[src/rtl/uart_pkg.sv]
// rtl/uart_pkg.sv - shared UART types and divider helper
package uart_pkg;

   typedef enum logic [2:0] {
      IDLE   = 3'd0,
      START  = 3'd1,
      DATA   = 3'd2,
      PARITY = 3'd3,
      STOP   = 3'd4,
      BREAK  = 3'd5
   } rx_state_t;

   // Clocks per oversample tick, never below one.
   function automatic int calc_div(input longint clk_freq, input longint baud, input longint os);
      longint d;
      d = clk_freq / (baud * os);
      return (d < 1) ? 1 : int'(d);
   endfunction

endpackage

[src/rtl/uart_rx_if.sv]
// rtl/uart_rx_if.sv - receiver to RX FIFO write port
interface uart_rx_if #(
   parameter int DATA_WIDTH = 8
) ();
   logic                  wr_en;
   logic [DATA_WIDTH-1:0] wr_data;
   logic                  fifo_full;

   modport master (output wr_en, output wr_data, input fifo_full);
   modport slave  (input wr_en, input wr_data, output fifo_full);
endinterface

[src/rtl/uart_baud_gen.sv]
// rtl/uart_baud_gen.sv - free-running oversample tick generator
module uart_baud_gen #(
   parameter int DIV = 10
) (
   input  logic clk,
   input  logic rstn,
   output logic tick
);
   localparam int CNT_W = (DIV > 1) ? $clog2(DIV) : 1;

   logic [CNT_W-1:0] cnt;

   assign tick = (cnt == CNT_W'(DIV - 1));

   always_ff @(posedge clk or negedge rstn) begin
      if (!rstn)
         cnt <= '0;
      else if (tick)
         cnt <= '0;
      else
         cnt <= cnt + CNT_W'(1);
   end
endmodule

[src/rtl/uart_rx.sv]
// rtl/uart_rx.sv - 16x oversampled UART receiver feeding the RX FIFO
module uart_rx
   import uart_pkg::*;
#(
   parameter int CLK_FREQ   = 50_000_000,
   parameter int BAUD       = 115200,
   parameter int OVERSAMPLE = 16,
   parameter int DATA_WIDTH = 8,
   parameter bit PARITY_EN  = 1'b0,
   parameter bit PARITY_ODD = 1'b0
) (
   input  logic       clk,
   input  logic       rstn,
   input  logic       rx_in,
   uart_rx_if.master  fifo,
   output logic       frame_err,
   output logic       parity_err,
   output logic       overrun_err,
   output logic       busy
);
   localparam int DIV   = calc_div(CLK_FREQ, BAUD, OVERSAMPLE);
   localparam int OS_W  = $clog2(OVERSAMPLE);
   localparam int BIT_W = $clog2(DATA_WIDTH) + 1;

   logic                  tick;
   logic [1:0]            sync;
   logic                  rx_s;
   rx_state_t             state, state_next;
   logic [OS_W-1:0]       os_cnt;
   logic [BIT_W-1:0]      bit_cnt;
   logic [DATA_WIDTH-1:0] shreg;
   logic                  par_bit;
   logic                  os_mid, os_last, par_bad;
   logic                  os_clr, bit_clr, shift_en, par_ld;
   logic                  wr_set, fe_set, pe_set, oe_set;

   uart_baud_gen #(.DIV(DIV)) u_baud (
      .clk  (clk),
      .rstn (rstn),
      .tick (tick)
   );

   always_ff @(posedge clk or negedge rstn) begin
      if (!rstn)
         sync <= 2'b11;
      else
         sync <= {sync[0], rx_in};
   end
   assign rx_s = sync[1];

   assign os_mid  = (os_cnt == OS_W'(OVERSAMPLE / 2 - 1));
   assign os_last = (os_cnt == OS_W'(OVERSAMPLE - 1));
   assign par_bad = PARITY_EN && ((^shreg ^ par_bit) != PARITY_ODD);
   assign busy    = (state != IDLE);

   always_ff @(posedge clk or negedge rstn) begin
      if (!rstn)
         state <= IDLE;
      else
         state <= state_next;
   end

   always_comb begin
      state_next = state;
      os_clr     = 1'b0;
      bit_clr    = 1'b0;
      shift_en   = 1'b0;
      par_ld     = 1'b0;
      wr_set     = 1'b0;
      fe_set     = 1'b0;
      pe_set     = 1'b0;
      oe_set     = 1'b0;
      case (state)
         IDLE: begin
            if (tick && !rx_s) begin
               state_next = START;
               os_clr     = 1'b1;
            end
         end
         START: begin
            // Start bit must still be low at its midpoint, otherwise it was a glitch.
            if (tick && os_mid) begin
               if (!rx_s) begin
                  state_next = DATA;
                  os_clr     = 1'b1;
                  bit_clr    = 1'b1;
               end else begin
                  state_next = IDLE;
               end
            end
         end
         DATA: begin
            if (tick && os_last) begin
               shift_en = 1'b1;
               if (bit_cnt == BIT_W'(DATA_WIDTH - 1))
                  state_next = PARITY_EN ? PARITY : STOP;
            end
         end
         PARITY: begin
            if (tick && os_last) begin
               par_ld     = 1'b1;
               state_next = STOP;
            end
         end
         STOP: begin
            if (tick && os_last) begin
               if (!rx_s) begin
                  fe_set     = 1'b1;
                  state_next = BREAK;
               end else begin
                  state_next = IDLE;
                  if (par_bad)
                     pe_set = 1'b1;
                  else if (fifo.fifo_full)
                     oe_set = 1'b1;
                  else
                     wr_set = 1'b1;
               end
            end
         end
         BREAK: begin
            if (rx_s)
               state_next = IDLE;
         end
         default: state_next = IDLE;
      endcase
   end

   always_ff @(posedge clk or negedge rstn) begin
      if (!rstn) begin
         os_cnt  <= '0;
         bit_cnt <= '0;
         shreg   <= '0;
         par_bit <= 1'b0;
      end else begin
         if (os_clr || state == IDLE)
            os_cnt <= '0;
         else if (tick)
            os_cnt <= os_last ? '0 : os_cnt + OS_W'(1);

         if (bit_clr)
            bit_cnt <= '0;
         else if (shift_en)
            bit_cnt <= bit_cnt + BIT_W'(1);

         // LSB arrives first, so shifting right leaves it in bit 0 at the end.
         if (shift_en)
            shreg <= {rx_s, shreg[DATA_WIDTH-1:1]};

         if (par_ld)
            par_bit <= rx_s;
      end
   end

   always_ff @(posedge clk or negedge rstn) begin
      if (!rstn) begin
         fifo.wr_en   <= 1'b0;
         fifo.wr_data <= '0;
         frame_err    <= 1'b0;
         parity_err   <= 1'b0;
         overrun_err  <= 1'b0;
      end else begin
         fifo.wr_en  <= wr_set;
         frame_err   <= fe_set;
         parity_err  <= pe_set;
         overrun_err <= oe_set;
         if (wr_set)
            fifo.wr_data <= shreg;
      end
   end
endmodule
[src/flat_wrapper.sv]
// flat-port wrapper written by rule: the top's interface ports become plain ports
module uart_rx_flat import uart_pkg::*;
#(
   parameter int CLK_FREQ   = 50_000_000,
   parameter int BAUD       = 115200,
   parameter int OVERSAMPLE = 16,
   parameter int DATA_WIDTH = 8,
   parameter bit PARITY_EN  = 1'b0,
   parameter bit PARITY_ODD = 1'b0
)
  (clk, rstn, rx_in, frame_err, parity_err, overrun_err, busy, fifo_wr_en, fifo_wr_data, fifo_fifo_full);
  uart_rx_if #(.DATA_WIDTH(DATA_WIDTH)) fifo_i ();
  input  logic clk;
  input  logic rstn;
  input  logic rx_in;
  output logic frame_err;
  output logic parity_err;
  output logic overrun_err;
  output logic busy;
  output wire logic [$bits(fifo_i.wr_en)-1:0] fifo_wr_en;
  output wire logic [$bits(fifo_i.wr_data)-1:0] fifo_wr_data;
  input wire logic [$bits(fifo_i.fifo_full)-1:0] fifo_fifo_full;
  assign fifo_wr_en = fifo_i.wr_en;
  assign fifo_wr_data = fifo_i.wr_data;
  assign fifo_i.fifo_full = fifo_fifo_full;
  uart_rx #(.CLK_FREQ(CLK_FREQ), .BAUD(BAUD), .OVERSAMPLE(OVERSAMPLE), .DATA_WIDTH(DATA_WIDTH), .PARITY_EN(PARITY_EN), .PARITY_ODD(PARITY_ODD)) u_core (.clk(clk), .rstn(rstn), .rx_in(rx_in), .fifo(fifo_i), .frame_err(frame_err), .parity_err(parity_err), .overrun_err(overrun_err), .busy(busy));
endmodule
[config.mk]
export PLATFORM = sky130hd
export DESIGN_NAME = uart_rx_flat
export DESIGN_NICKNAME = d
export VERILOG_FILES = /design/src/rtl/uart_pkg.sv /design/src/rtl/uart_rx_if.sv /design/src/rtl/uart_baud_gen.sv /design/src/rtl/uart_rx.sv /design/src/flat_wrapper.sv
export SDC_FILE = /design/constraint.sdc
export NUM_CORES = 1
export LEC_CHECK = 0
export CORE_ASPECT_RATIO = 1.2
export CORE_MARGIN = 3
export CORE_UTILIZATION = 50
export CTS_CLUSTER_SIZE = 14
export DETAILED_ROUTE_END_ITERATION = 8
export GPL_TIMING_DRIVEN = 0
export PLACE_DENSITY = 0.74
export SETUP_SLACK_MARGIN = 0.05
export SLEW_MARGIN = 20
export SYNTH_ARGS = -nofsm -noshare
export SYNTH_HDL_FRONTEND = slang
export SYNTH_SLANG_ARGS = --single-unit
[constraint.sdc]
create_clock -name clk -period 1.7 [get_ports clk]
set_input_delay 0.34 -clock clk [delete_from_list [all_inputs] [get_ports clk]]
set_output_delay 0.34 -clock clk [all_outputs]
set_load 0.02 [all_outputs]
# Yosys cells after proc, flatten, opt, wreduce, memory -nomap -nowiden
# Cells that the tools add are included.
[word_totals]
ff_bits = 37
inputBits = 4
wordCells = 72
[op_classes]
add_sub_neg = 3
n_eq_ne = 16
mux = 33
n_reduce_logical = 10
[op_table]
columns = ["operator", "count"]
rows = [
  ["3-bit two-way mux", 8],
  ["4-bit two-way mux", 5],
  ["3-bit one-hot mux with 6 select lines", 1],
  ["1-bit two-way mux", 16],
  ["2-bit by 1-bit != test with 1-bit output, second input constant", 7],
  ["4-bit by 1-bit adder with 4-bit output, second input constant", 2],
  ["4-bit by 3-bit == test with 1-bit output, second input constant", 2],
  ["7-bit AND reduction", 1],
  ["3-bit by 2-bit == test with 1-bit output, second input constant", 2],
  ["3-bit == test, second input constant", 2],
  ["5-bit by 1-bit adder with 5-bit output, second input constant", 1],
  ["5-bit == test, second input constant", 1],
  ["5-bit two-way mux", 1],
  ["4-bit == test, second input constant", 1],
  ["2-bit nonzero test", 2],
  ["3-bit by 1-bit == test with 1-bit output, second input constant", 1],
  ["1-bit logical AND", 3],
  ["3-bit zero test", 1],
  ["3-bit nonzero test", 1],
  ["2-bit two-way mux", 1],
  ["1-bit one-hot mux with 2 select lines", 1],
  ["1-bit zero test", 1],
  ["1-bit logical OR", 1],
]

# Logic depth before layout (Yosys ltp)
# Gate-level depths: netlist (run 1).
[logic_depth]
depth_word = 6
ltp_mapped = 8
depth_no_buf = 6

# Cells and area by module
# From an unflattened synthesis (run 1), not the netlist that was laid out.
[unflattened]
hier_cells = 142
area_unflattened_um2 = 1752.9
[modules_own_cells]
columns = ["mod", "n_inst", "cells_each", "area_each_um2"]
rows = [
  ["uart_rx", 1, 118, 1486.4],
  ["uart_baud_gen", 1, 24, 266.5],
]

# Worst setup path after synthesis (run 1)
# Ideal clock, no wire load.
[synth_path]
path_kind = "register to register"
start = "register u_core.u_baud.cnt[0]"
end = "register u_core.fifo.wr_data[0]"
setup_ns = 0.125
arrival_ns = 1.720
setup_slack_ns = -0.145
path_stages_with_launch = 7
n_path_buf = 0
period_less_slack_ns = 1.845
path_cell_list = "dfrtp_1 > inv_1 > ha_1 > and4b_2 > nand4_4 > nor3b_4 > mux2_2"
[synth_between]
elab_chain_cells = 4
[synth_rtl]
columns = ["item", "line", "rtl"]
rows = [
  ["from (decl)", "uart_baud_gen.sv:11", "logic [CNT_W-1:0] cnt;"],
  ["from (signal assigned)", "uart_baud_gen.sv:21", "cnt <= cnt + CNT_W'(1);"],
  ["5-bit == test", "uart_baud_gen.sv:13", "assign tick = (cnt == CNT_W'(DIV - 1));"],
  ["1-bit logical AND", "uart_rx.sv:106", "if (tick && os_last) begin"],
  ["1-bit two-way mux", "uart_rx.sv:106", ""],
  ["1-bit two-way mux", "uart_rx.sv:73", "case (state)"],
  ["to (signal assigned)", "uart_rx.sv:168", "fifo.wr_data <= shreg;"],
  ["to (decl)", "uart_rx_if.sv:9", "modport master (output wr_en, output wr_data, input fifo_full);"],
]
# Every way passes these cells.
# A chain may end at the register's enable or synchronous reset.

# Worst setup path after layout (run 1)
[layout_path]
start = "register u_core.u_baud.cnt[0]"
end = "register u_core.fifo.wr_data[1]"
# The elaborated chain is that of the path after synthesis.

==> implementation parameters, run 1 <==
Parameter                              Value

Status
  Outcome ... complete, but fails checks
  Violations in the final reports ... setup timing

Yosys
  Number of warning messages in the yosys log ... 0
  Flip-flop and latch count after synthesis ... 37
  Post-Syn Area ... 1692 sq um
  Count of cell types in the netlist ... 38
  FFs w/ async S/R, synth ... 1.000
  Number of instances in the synthesized netlist ... 143
  Part of the Yosys area used for sequential elements ... 0.5488
  Syn Nets ... 151
  Synth Flop Type ... dfrtp_1
  Synthesized area per cell ... 11.83 sq um
  Number of flops mapped to enable cells by yosys ... 0

Route
  Detailed-route DRC error count ... 0
  Violation count after the first detailed-route iteration ... 46
  Mean routed wirelength per cell ... 15.83 um
  Routed vias/inst ... 5.481
  Routed Wire Length ... 3420 um
  Number of search-and-repair iterations in the first detailed-routing pass ... 4
  Total number of vias ... 1184
  Remaining antenna violation count ... 0

CTS
  Buffer cell driving the clock tree root ... clkbuf_4
  H-tree lvl count ... 2
  Clock transition at the register clock pins on the worst setup and hold paths after CTS ... 100 ps
  Max clock buf depth ... 2
  Clock sinks ... 37
  Clock latency on the worst-skew pair ... 340 ps
  TritonCTS clock tree ... built
  Number of buffers created by CTS ... 5

Pwr
  Pwr dens ... 682.4 nW/um^2
  Power share of the clock group ... 0.405
  Highest ir drop seen on vdd ... 892.1 uV
  Combinational share of power ... 0.024
  Sequential share of power ... 0.571
  Static leakage ... 1.119 nW
  Internal power ... 1.250 mW
  Fraction of power spent switching nets ... 0.1962
  Net switching power of the design ... 305.0 uW

Global routing
  Global router's overall resource usage ... 0.1834
  Number of antenna violations at the first check in global routing ... 0
  Via count of the first global-routing pass ... 1282
  Global route overflow ... 0
  Met1 Usage GRT ... 0.2288
  Met3 track utilization from global routing ... 0.04655
  Global-route wire length before repair ... 5830 um
  Pin count of the biggest net entering global routing ... 30
  Met2 routing resource usage after global routing ... 0.3022
  Busiest grt layer ... met2

Flow run
  Maximum Capacitance Violations ... 0

Worst setup path
  Worst path slowest cell ... dfrtp_1
  Arrival time reported for the critical path endpoint ... 2090 ps
  Startpoint-to-endpoint class of the critical path ... flop to flop
  Critical path's largest stage delay ... 410 ps
  Crit path launch type ... flop
  Required time reported for the critical path endpoint ... 1930 ps
  Sum of buffers and inverters on the critical path ... 2
  Crit-path cells ... inv_1, ha_2, and4b_2, nand4_4, nor3b_4, buf_12, mux2_4
  Maximum fanout along the worst path ... 8
  Dominant delay contributor by cell family on the critical path ... simple AND/OR/NAND/NOR gates
  Critical Path End Type ... flop

Cells and area
  Most used cells in the layout excluding fill and tap cells ... 35 x dfrtp_1, 16 x mux2_4, 14 x nor2_1, 9 x nand2_1, 9 x buf_4
  Commonest non-fill, non-tap cell in the layout ... dfrtp_1
  Post-route non-filler standard cell count ... 216
  Final net count ... 187
  ANT cells ... 0
  Area growth, synth to finish ... 34.69%
  Fraction of final layout cells sized beyond drive strength 1 ... 0.3500
  Filler cell count in the final layout ... 222
  Area of the multi-input gates ... 839.6 sq um
  Storage cell area ... 928.4 sq um

Floorplan
  X dimension of the die ... 59.10 um
  Die height ... 69.72 um
  Starting density of the core ... 0.5391
  Row Count ... 22
  Number of top-level pins ... 17
  Area of the die ... 4120 sq um
  Area of the core region ... 3138 sq um

STA
  Maximum clock frequency ... 0.5374 GHz
  Setup_tns ... -2234 ps
  Hold Fails Final Rpt ... 0
  Clock period minus worst slack ... 1861 ps
  Worst hold-check slack ... 375.4 ps
  Number of pins with negative max-slew slack in the final report ... 0
  Period utilization ... 1.095
  Worst clock skew on the final layout ... 7.703 ps
  Unrepaired setup endpoints after global routing ... yes
  Final-report setup violation count ... 21
  Post-layout worst setup margin ... -160.7 ps

Placement
  DP HPWL ... 2066 um
  Pre-CTS setup slack ... -386.2 ps
  I/O Buffers ... 15
  Number of placed instances with taps included ... 195
  Final estimated routing congestion in global placement ... 0.8185

Min path
  Hold Crit Class ... input port to async pin
synth_stat cells, drive strengths merged, types with 2 or more instances:
library cell / count / area [sq um]
and2: 2 / 12.51
dfstp: 2 / 52.55
nor2: 15 / 56.30
and3: 2 / 12.51
nand2: 9 / 33.78
nor3b: 4 / 41.29
mux2i: 3 / 30.03
nand3: 4 / 20.02
a21oi: 5 / 25.02
nor3: 3 / 15.01
nand4: 2 / 27.53
o21ai: 4 / 20.02
xnor2: 3 / 26.28
ha: 4 / 50.05
inv: 4 / 15.01
xor2: 2 / 17.52
mux2: 17 / 191.4
dfrtp: 35 / 875.8
a31oi: 2 / 12.51
and4b: 2 / 21.27
and4: 2 / 17.52
buf: 6 / 38.79
state kept, by name, indices dropped and copies added, names as in the netlist:
| signal | cells |
|---|---|
| u_core.fifo.wr_en | 1 |
| u_core.fifo.wr_data | 8 |
| u_core.sync | 2 |
| u_core.state | 3 |
| u_core.u_baud.cnt | 5 |
| u_core.os_cnt | 4 |
| u_core.overrun_err | 1 |
| u_core.frame_err | 1 |
| u_core.shreg | 8 |
| u_core.bit_cnt | 4 |
cells by family after synthesis:
logic type,synth area share
xor gates and xnor gates,0.02589
DFF,0.5488
muxes,0.1309
adders and majority gates,0.02959
and+or+nand+nor,0.1701
AOI/OAI and AO/OA,0.05770
other,0.002217
buffers and inverters,0.03476
metrics by stage:
step                  util  total power [mW]  cell area, sq um
floorplan                -            0.9101              1698
global placement    0.6033            0.9360              1893
detailed placement  0.6081            0.9414              1908
CTS                 0.6938             1.567              2177
global route        0.7261             1.615              2278
finish              0.7261             1.555              2278
final timing paths:
kind / depth (start not counted) / startpoint / slack (ps) / endpoint
worst max-delay path: 7 / u_core.u_baud.cnt[0] / -160 / u_core.fifo.wr_data[1]
worst min-delay path: 2 / rstn / 380 / u_core.state[1]
worst max register to register: 7 / u_core.u_baud.cnt[0] / -160 / u_core.fifo.wr_data[1]
worst min register to register: 0 / u_core.sync[0] / 380 / u_core.sync[1]
max in group asynchronous: 3 / rstn / 830 / u_core.sync[1]
min in group clk: 0 / u_core.sync[0] / 380 / u_core.sync[1]
timing repair:
item                                    4_1_cts  5_1_grt
resized for setup                            33       22
buffers inserted                              9        2
hold endpoints to repair                      8        0
pin swaps                                     4        6
endpoints found under the setup margin       34       31
cloned                                        1        0
hold buffers                                  1        0
final cells by class:
cell class / count / share of cell area
plain buffers: 7 / 0.02801
clock buffers: 7 / 0.02416
clock inverters: 1 / 0.01318
inverters: 4 / 0.006590
multi-input cells: 95 / 0.3685
flip-flops and latches: 37 / 0.4075
well taps: 36 / 0.01977
repair buffers: 29 / 0.1323
power groups by stage:
stage	Clock (mW)	Combinational (mW)	Sequential (mW)
6_report	0.629	0.0378	0.888
5_1_grt	0.684	0.0430	0.888
4_1_cts	0.641	0.0391	0.887
3_5_place_dp	0	0.0372	0.904
3_3_place_gp	0	0.0321	0.904
2_1_floorplan	0	0.00683	0.903
worst register-to-register path: stages (launching register included):
cell     delay, ps
dfrtp_1        410
inv_1           70
ha_2           170
and4b_2        290
nand4_4        120
nor3b_4        230
buf_12         170
mux2_4         300
metal layers:
metal	vias up	wire length [um]
met2	22	1791
met1	587	1471
li1	571	-
met5	-	0
met4	0	46
met3	4	110
No activity file was read; power rests on OpenSTA's default activity.
==> run 2, diff against run 1 <==
- ABC_CLOCK_PERIOD_IN_PS: default -> 1700
==> results of run 2 <==
Final layout, timing and power as in run 1 (identical DEF).
==> run 3, diff against run 2 <==
- ABC_CLOCK_PERIOD_IN_PS: 1700 -> default
==> results of run 3 <==
Final layout, timing and power as in run 1 (identical DEF).
